===== src/rtl/mw_pipe_reg.sv =====
// M->W pipeline register: latches the M-stage result bundle and presents the W-stage bundle
// Latency: exactly one clock from M inputs to W outputs; all W outputs are plain flops
// Backpressure: stall holds every W register; flush loads a bubble and overrides stall
// Optional feature macro: MW_RETIRE_CNT_EN adds the W_retire_cnt port and its 32-bit counter.
module mw_pipe_reg #(
  parameter logic [31:0] RESET_PC = 32'h0000_3000,
  parameter int          TNEW_W   = 2
) (
  input  logic              clk,
  input  logic              rst_n,
  input  logic              stall,
  input  logic              flush,
  input  logic              M_valid,
  input  logic [31:0]       M_PC,
  input  logic [4:0]        M_A3,
  input  logic              M_RegWrite,
  input  logic [TNEW_W-1:0] M_Tnew,
  input  logic [1:0]        M_WDSel,
  input  logic [31:0]       M_ALUOut,
  input  logic [31:0]       M_DMOut,
  output logic              W_valid,
  output logic [31:0]       W_PC,
  output logic [4:0]        W_A3,
  output logic              W_RegWrite,
  output logic [TNEW_W-1:0] W_Tnew,
  output logic [31:0]       W_WD
`ifdef MW_RETIRE_CNT_EN
  ,
  output logic [31:0]       W_retire_cnt
`endif
);

  localparam logic [1:0] WDSEL_ALU = 2'b00;
  localparam logic [1:0] WDSEL_DM  = 2'b01;
  localparam logic [1:0] WDSEL_PC8 = 2'b10;

  logic              r_valid;
  logic [31:0]       r_pc;
  logic [4:0]        r_a3;
  logic              r_regwrite;
  logic [TNEW_W-1:0] r_tnew;
  logic [31:0]       r_wd;

  logic [31:0]       w_pc_plus8;
  logic [31:0]       w_wd_next;
  logic [TNEW_W-1:0] w_tnew_next;
  logic              w_regwrite_next;
  logic              w_load;

  assign w_pc_plus8 = M_PC + 32'd8;
  assign w_load     = !flush && !stall;

  // Writeback-data select resolved before the flop; the reserved code falls back to ALU result.
  always_comb begin
    w_wd_next = M_ALUOut;
    case (M_WDSel)
      WDSEL_ALU: w_wd_next = M_ALUOut;
      WDSEL_DM:  w_wd_next = M_DMOut;
      WDSEL_PC8: w_wd_next = w_pc_plus8;
      default:   w_wd_next = M_ALUOut;
    endcase
  end

  // Tnew counts down by one per stage and saturates at zero so it can never wrap high.
  always_comb begin
    w_tnew_next = '0;
    if (M_Tnew != '0) begin
      w_tnew_next = M_Tnew - TNEW_W'(1);
    end
  end

  // Bubbles and writes to $zero never raise the write enable, so forwarding cannot match them.
  assign w_regwrite_next = M_valid && M_RegWrite && (M_A3 != 5'd0);

  // W-stage bundle: flush loads a bubble, stall holds, otherwise capture the M bundle.
  always_ff @(posedge clk or negedge rst_n) begin
    if (!rst_n) begin
      r_valid    <= 1'b0;
      r_pc       <= RESET_PC;
      r_a3       <= 5'd0;
      r_regwrite <= 1'b0;
      r_tnew     <= '0;
      r_wd       <= 32'd0;
    end else if (flush) begin
      r_valid    <= 1'b0;
      r_pc       <= RESET_PC;
      r_a3       <= 5'd0;
      r_regwrite <= 1'b0;
      r_tnew     <= '0;
      r_wd       <= 32'd0;
    end else if (!stall) begin
      r_valid    <= M_valid;
      r_pc       <= M_PC;
      r_a3       <= M_A3;
      r_regwrite <= w_regwrite_next;
      r_tnew     <= w_tnew_next;
      r_wd       <= w_wd_next;
    end
  end

  assign W_valid    = r_valid;
  assign W_PC       = r_pc;
  assign W_A3       = r_a3;
  assign W_RegWrite = r_regwrite;
  assign W_Tnew     = r_tnew;
  assign W_WD       = r_wd;

`ifdef MW_RETIRE_CNT_EN
  logic [31:0] r_retire_cnt;

  // Count only real instructions that actually advance into W; wraps naturally at 2^32.
  always_ff @(posedge clk or negedge rst_n) begin
    if (!rst_n) begin
      r_retire_cnt <= 32'd0;
    end else if (w_load && M_valid) begin
      r_retire_cnt <= r_retire_cnt + 32'd1;
    end
  end

  assign W_retire_cnt = r_retire_cnt;
`endif

endmodule


===== config.mk =====
export PLATFORM = sky130hd
export DESIGN_NAME = mw_pipe_reg
export DESIGN_NICKNAME = d
export VERILOG_FILES = /design/src/rtl/mw_pipe_reg.sv
export SDC_FILE = /design/constraint.sdc
export NUM_CORES = 1
export LEC_CHECK = 0
export BUFFER_PORTS_ARGS = -buffer_cell sky130_fd_sc_hd__buf_2
export CAP_MARGIN = 0
export CORE_UTILIZATION = 45
export DETAILED_ROUTE_END_ITERATION = 12
export PLACE_DENSITY = 0.85
export SLEW_MARGIN = 20
export SYNTH_ARGS = -nofsm -noshare
export SYNTH_HDL_FRONTEND = slang
export SYNTH_SLANG_ARGS = --single-unit

===== constraint.sdc =====
create_clock -name clk -period 1.6 [get_ports clk]
set_clock_uncertainty 0.15 [all_clocks]
set_input_delay 0.24 -clock clk [delete_from_list [all_inputs] [get_ports clk]]
set_output_delay 0.24 -clock clk [all_outputs]
set_load 0.02 [all_outputs]

-- After elaboration in Yosys (flattened, before gate mapping)
Cells that the tools add are included.
W data, S select, Z words.
- add/sub/neg operators: 2
- equal/unequal tests: 3
- mux-type cells: 14
- reductions and logical operators: 4
- operator list (cell ; count):
    $mux W32 ; 4
    $pmux W32 S2 ; 1
    $add A32 B4 Y32 const B ; 1
    $mux W5 ; 2
    $mux W2 ; 3
    $reduce_bool A5 Y1 ; 1
    $mux W1 ; 4
    $eq A2 B1 Y1 const B ; 1
    $eq A2 B2 Y1 const B ; 1
    $logic_and A1 B1 Y1 ; 2
    $ne A2 B1 Y1 const B ; 1
    $reduce_bool A2 Y1 ; 1
    $sub A2 B1 Y2 const B ; 1
- register bits: 73
- input port bits: 111
- output and inout port bits: 73
- word-level logic and storage cells: 29

-- Logic depth before layout (Yosys ltp)
- depth after elaboration: 4
- depth in mapped cells: 10
- mapped depth without buffers: 7

-- Least setup slack after synthesis
OpenSTA, ideal clock, no wires.
- path kind: input-to-reg
- from: in M_WDSel[0]
- to: reg r_wd[18] (netlist: W_WD[18])
- setup time: 0.146 ns
- arrival time: 1.604 ns
- data required time: 1.304 ns
- path slack: -0.299 ns
- stages on the path: 8
- path buffers: 1
- cells stage by stage: inv_1 ha_1 buf_2 inv_1 o311ai_0 nor3b_1 a31oi_1 o21ai_0
- cells in the longest elaborated chain, start to end: 4
- elaborated cells between the ends (all ways): 5
- those cells by class: eq/ne (2); mux (3)
- RTL lines (item ; line ; source):
    start: declaration ; 18 ; input logic [1:0] M_WDSel,
    $eq A2 B2 Y1 or $eq A2 B1 Y1 (tied branches) ; 56 ; case (M_WDSel)
    $pmux W32 S2 (*) ; 56 ;
    $mux W32 (*) ; 91 ; end else if (!stall) begin
    $mux W32 (*) ; 84 ; end else if (flush) begin
    end signal: assignment ; 97 ; r_wd <= w_wd_next;
    end: declaration ; 42 ; logic [31:0] r_wd;
Mark *: on every way between the ends. The rest lies on a longest branch, timed or not. The select of a mux whose other input is x is not followed.
A chain may end at the register's enable or synchronous reset.

-- Worst setup path after layout
- from: in M_WDSel[1]
- to: reg r_wd[19] (netlist: W_WD[19])
The elaborated chain is that of the path after synthesis.

==> results by group <==
Timing
  • Number of hold violations in the final report: 0
  • Worst slew pin tran: about 0.36 ns
  • Fin. max-slew vios: 0
  • # setup viols final: 0
  • Fin crit period: 1.56 ns
  • Fin Hold WS: between 0.004 and 0.005 ns
  • Slew HR: around three quarters
  • Fmax: ~640 MHz
  • Final worst slack: ~0.038 ns
  • Period Utilization, post-route: 97.6%

Min path
  • Hold Path Class: input pin to flop
  • Hold_sp: M_A3[3]
  • Worst hold endpoint: W_A3[3]
  • Hold Crit Depth: 3

Critical path
  • CP Capture Type: flop
  • Setup CP Type: input pin to flop
  • Worst R2R Path Depth: 5
  • Max FO, Critical Path: 10
  • Critical path arrival: 1.65 ns
  • Reg-to-reg critical path startpoint: W_WD[19]
  • WP data required: 1.69 ns
  • Worst reg2reg setup slack: 0.24 ns
  • R2r endpoint: W_WD[19]
  • CP Launch Type: input pin

Synthesis
  • Yosys top cell by area: dfrtp_1
  • Gate Count Post-Synth: between 400 and 500
  • Distinct cells, synth: 42
  • Synthesized area: between 4000 and 5000 um^2
  • Post-synth EDFFs: 0
  • Synthesized area per cell: between 9 and 10 um^2
  • Async set or reset register ratio after synthesis: between 90% and 100%
  • Seq/Total Area, Yosys: around 45%
  • Synth Warn #: 0
  • Ys flop type: dfrtp_1
  • Synth area leaders: dfrtp_1 43%, mux2i_1 9.3%, nor2_1 5.7%
  • Number of synthesized register bits: 73
  • Yosys top cell area share: a little over two fifths
  • Post-synth net total: about 550

Die
  • Initial Util: 46.7%
  • Core Footprint: between 8000 and 9000 um^2
  • I/O pins: about 180
  • Die area: 9480 um^2
  • Die H: 97.4 um
  • Die Wd: about 100 um
  • Row cnt: 34

Routing
  • Via density: about 5.8
  • Avg WL per Cell: 18.2 um
  • Drt total wl: 14300 um
  • Met1 WL: between 5000 and 6000 um
  • WL met3: between 1000 and 1500 um
  • First-pass detailed-route iteration total: 5
  • Vias: around 4500
  • Drt initial violations: 326
  • Residual DRC: 0
  • Met2 WL post-DR: 7010 um
  • Max Used Layer: met4
  • Antenna viol nets, final: 0

Place
  • Port bufs: approximately 180
  • Pre-CTS setup slack: -0.300 ns
  • GP Congestion: a little under 1
  • DP Cell Count: about 760
  • DP HPWL: approximately 10000 um

Clock network
  • Worst-path clk slew: 0.09 ns
  • H-tree Lvls: 3
  • Clock buffer depth: 2
  • CTS Buf Count: 9
  • TritonCTS clock tree: built
  • Skew-Pair Late Insertion Delay: roughly 0.36 ns
  • Clock sinks: between 70 and 80
  • Root Buffer: clkbuf_8

Global route
  • Total grt overflow: 0
  • Largest net degree at the start of global routing: 54
  • Initial antenna violation count: 1
  • First-pass GRT wire length: 23000 um
  • Vias in the first global route: roughly 4600
  • GR Util All Layers: 30.5%

Power
  • Leakage: a little over 3 nW
  • Pwr Density: approximately 800 nW/um^2
  • Worst vdd ir: 0.000390 V
  • Pwr Total: ~4.8 mW

Cells and area
  • Post-route insts no fill: about 790
  • Area Growth Syn to Fin: 46.4%
  • Layout Nets: 787
  • N_diodes: 0
  • Share of cells above drive strength 1: around 42%
  • Fill count: 692

Flow run
  • Max-cap viol count: 0

Outcome
  • Status: finished, final reports clean
-- cell usage in the layout (no fill, tap or decap), drive strengths merged, types with 2 or more instances in the layout --
master and instances:
buf 253, nand4 10, xor2 16, clkbuf 9, nor3b 3, dlygate4sd3 9, o311ai 3, nand2 16
dfstp 2, nor3 15, nand3 10, xnor2 7, and3 4, dfrtp 71, nor2 62, a221oi 12
inv 10, o22ai 16, clkinv 3, nor4 4, o21a 4, ha 3, and4 4, a21oi 20
a31oi 3, o21ai 36, nand2b 3, o211ai 2, mux2i 38, clkinvlp 3, a211oi 2, a221o 16
-- registers in the layout, summed over array words and instances (netlist names) --
signal / count
W_A3: 5
W_valid: 1
W_RegWrite: 1
W_Tnew: 2
W_WD: 32
W_PC: 32
-- worst max-delay path: stages --
cell,delay [ns]
buf_2,0.16
ha_2,0.41
inv_2,0.12
o311ai_2,0.34
a211oi_1,0.13
a31oi_1,0.15
o21ai_0,0.09
-- cell type report --
cell class                 instances  area (um^2)  share of cell area (%)
clock buffer                       9          124                    2.07
clock inverter                     7         71.3                    1.19
inverter                          10         50.0                   0.836
multi-input combinational        317         2170                    36.3
sequential                        73         1830                    30.5
tap                              108          135                    2.26
timing repair buffer             262         1610                    26.8
-- how the worst max path moves through the flow --
stage / startpoint / endpoint / slack (ns) / cells after the start
finish: M_WDSel[1] / W_WD[19] / 0.04 / 7
global route: M_PC[3] / W_WD[21] / -0.02 / 9
CTS: M_WDSel[1] / W_WD[18] / 0.07 / 7
floorplan: M_WDSel[1] / W_WD[21] / -0.05 / 9
detailed placement: M_WDSel[1] / W_WD[18] / -0.30 / 7
global placement: M_PC[4] / W_WD[23] / -0.29 / 8
-- logic make-up (layout without fill, tap and decap cells) --
family	Yosys count	in the layout	synth area share, %
AO/OA/AOI/OAI	120	120	19.8
XOR/XNOR	23	23	4.92
adder cells (fa/ha/maj)	3	3	0.918
buffers and inverters	43	288	4.16
flip-flops	73	73	44.7
multiplexers	38	38	9.30
AND/OR/NAND/NOR	133	133	16.2
-- routing by layer --
metal | GRT usage, % | up-vias
met4 | 9.16 | 0
met2 | 49.7 | 271
met1 | 40.7 | 2142
met5 | 0 | -
met3 | 6.98 | 40
li1 | - | 2075
-- where the power goes --
| part | total, mW | leakage (nW) | switching, mW | internal [mW] |
|---|---|---|---|---|
| clock network | 1.49 | 0.0912 | 0.773 | 0.717 |
| logic | 1.26 | 2.00 | 0.722 | 0.539 |
| registers | 2.03 | 0.962 | 0.0694 | 1.96 |
-- cells in the mapped netlist, types with 4 or more instances --
cell,n
inv_1,10
nor2_1,62
nand4_1,8
xor2_1,16
nor3_1,15
dfrtp_1,71
a221o_1,16
and3_1,4
buf_1,8
o21a_1,4
and4_1,4
a221oi_1,12
nand2_1,16
a21oi_1,20
clkbuf_1,18
xnor2_1,7
o21ai_0,36
o22ai_1,16
nand3_1,10
buf_2,7
mux2i_1,38
-- timing repair --
item,in CTS,in global routing
hold buffers,8,1
setup buffers,0,2
endpoints found under the hold margin,77,1
setup endpoints to repair,0,8
resized for setup,0,10
-- stage by stage --
stage | util, % | instance area, um^2 | TNS (ns)
2_1_floorplan | - | 4190 | -0.324
3_3_place_gp | 64.4 | 5650 | -6.03
3_5_place_dp | 64.4 | 5650 | -7.05
4_1_cts | 67.6 | 5920 | 0
5_1_grt | 68.3 | 5990 | -0.0426
6_report | 68.3 | 5990 | 0
(Power assumes the default switching activity.)
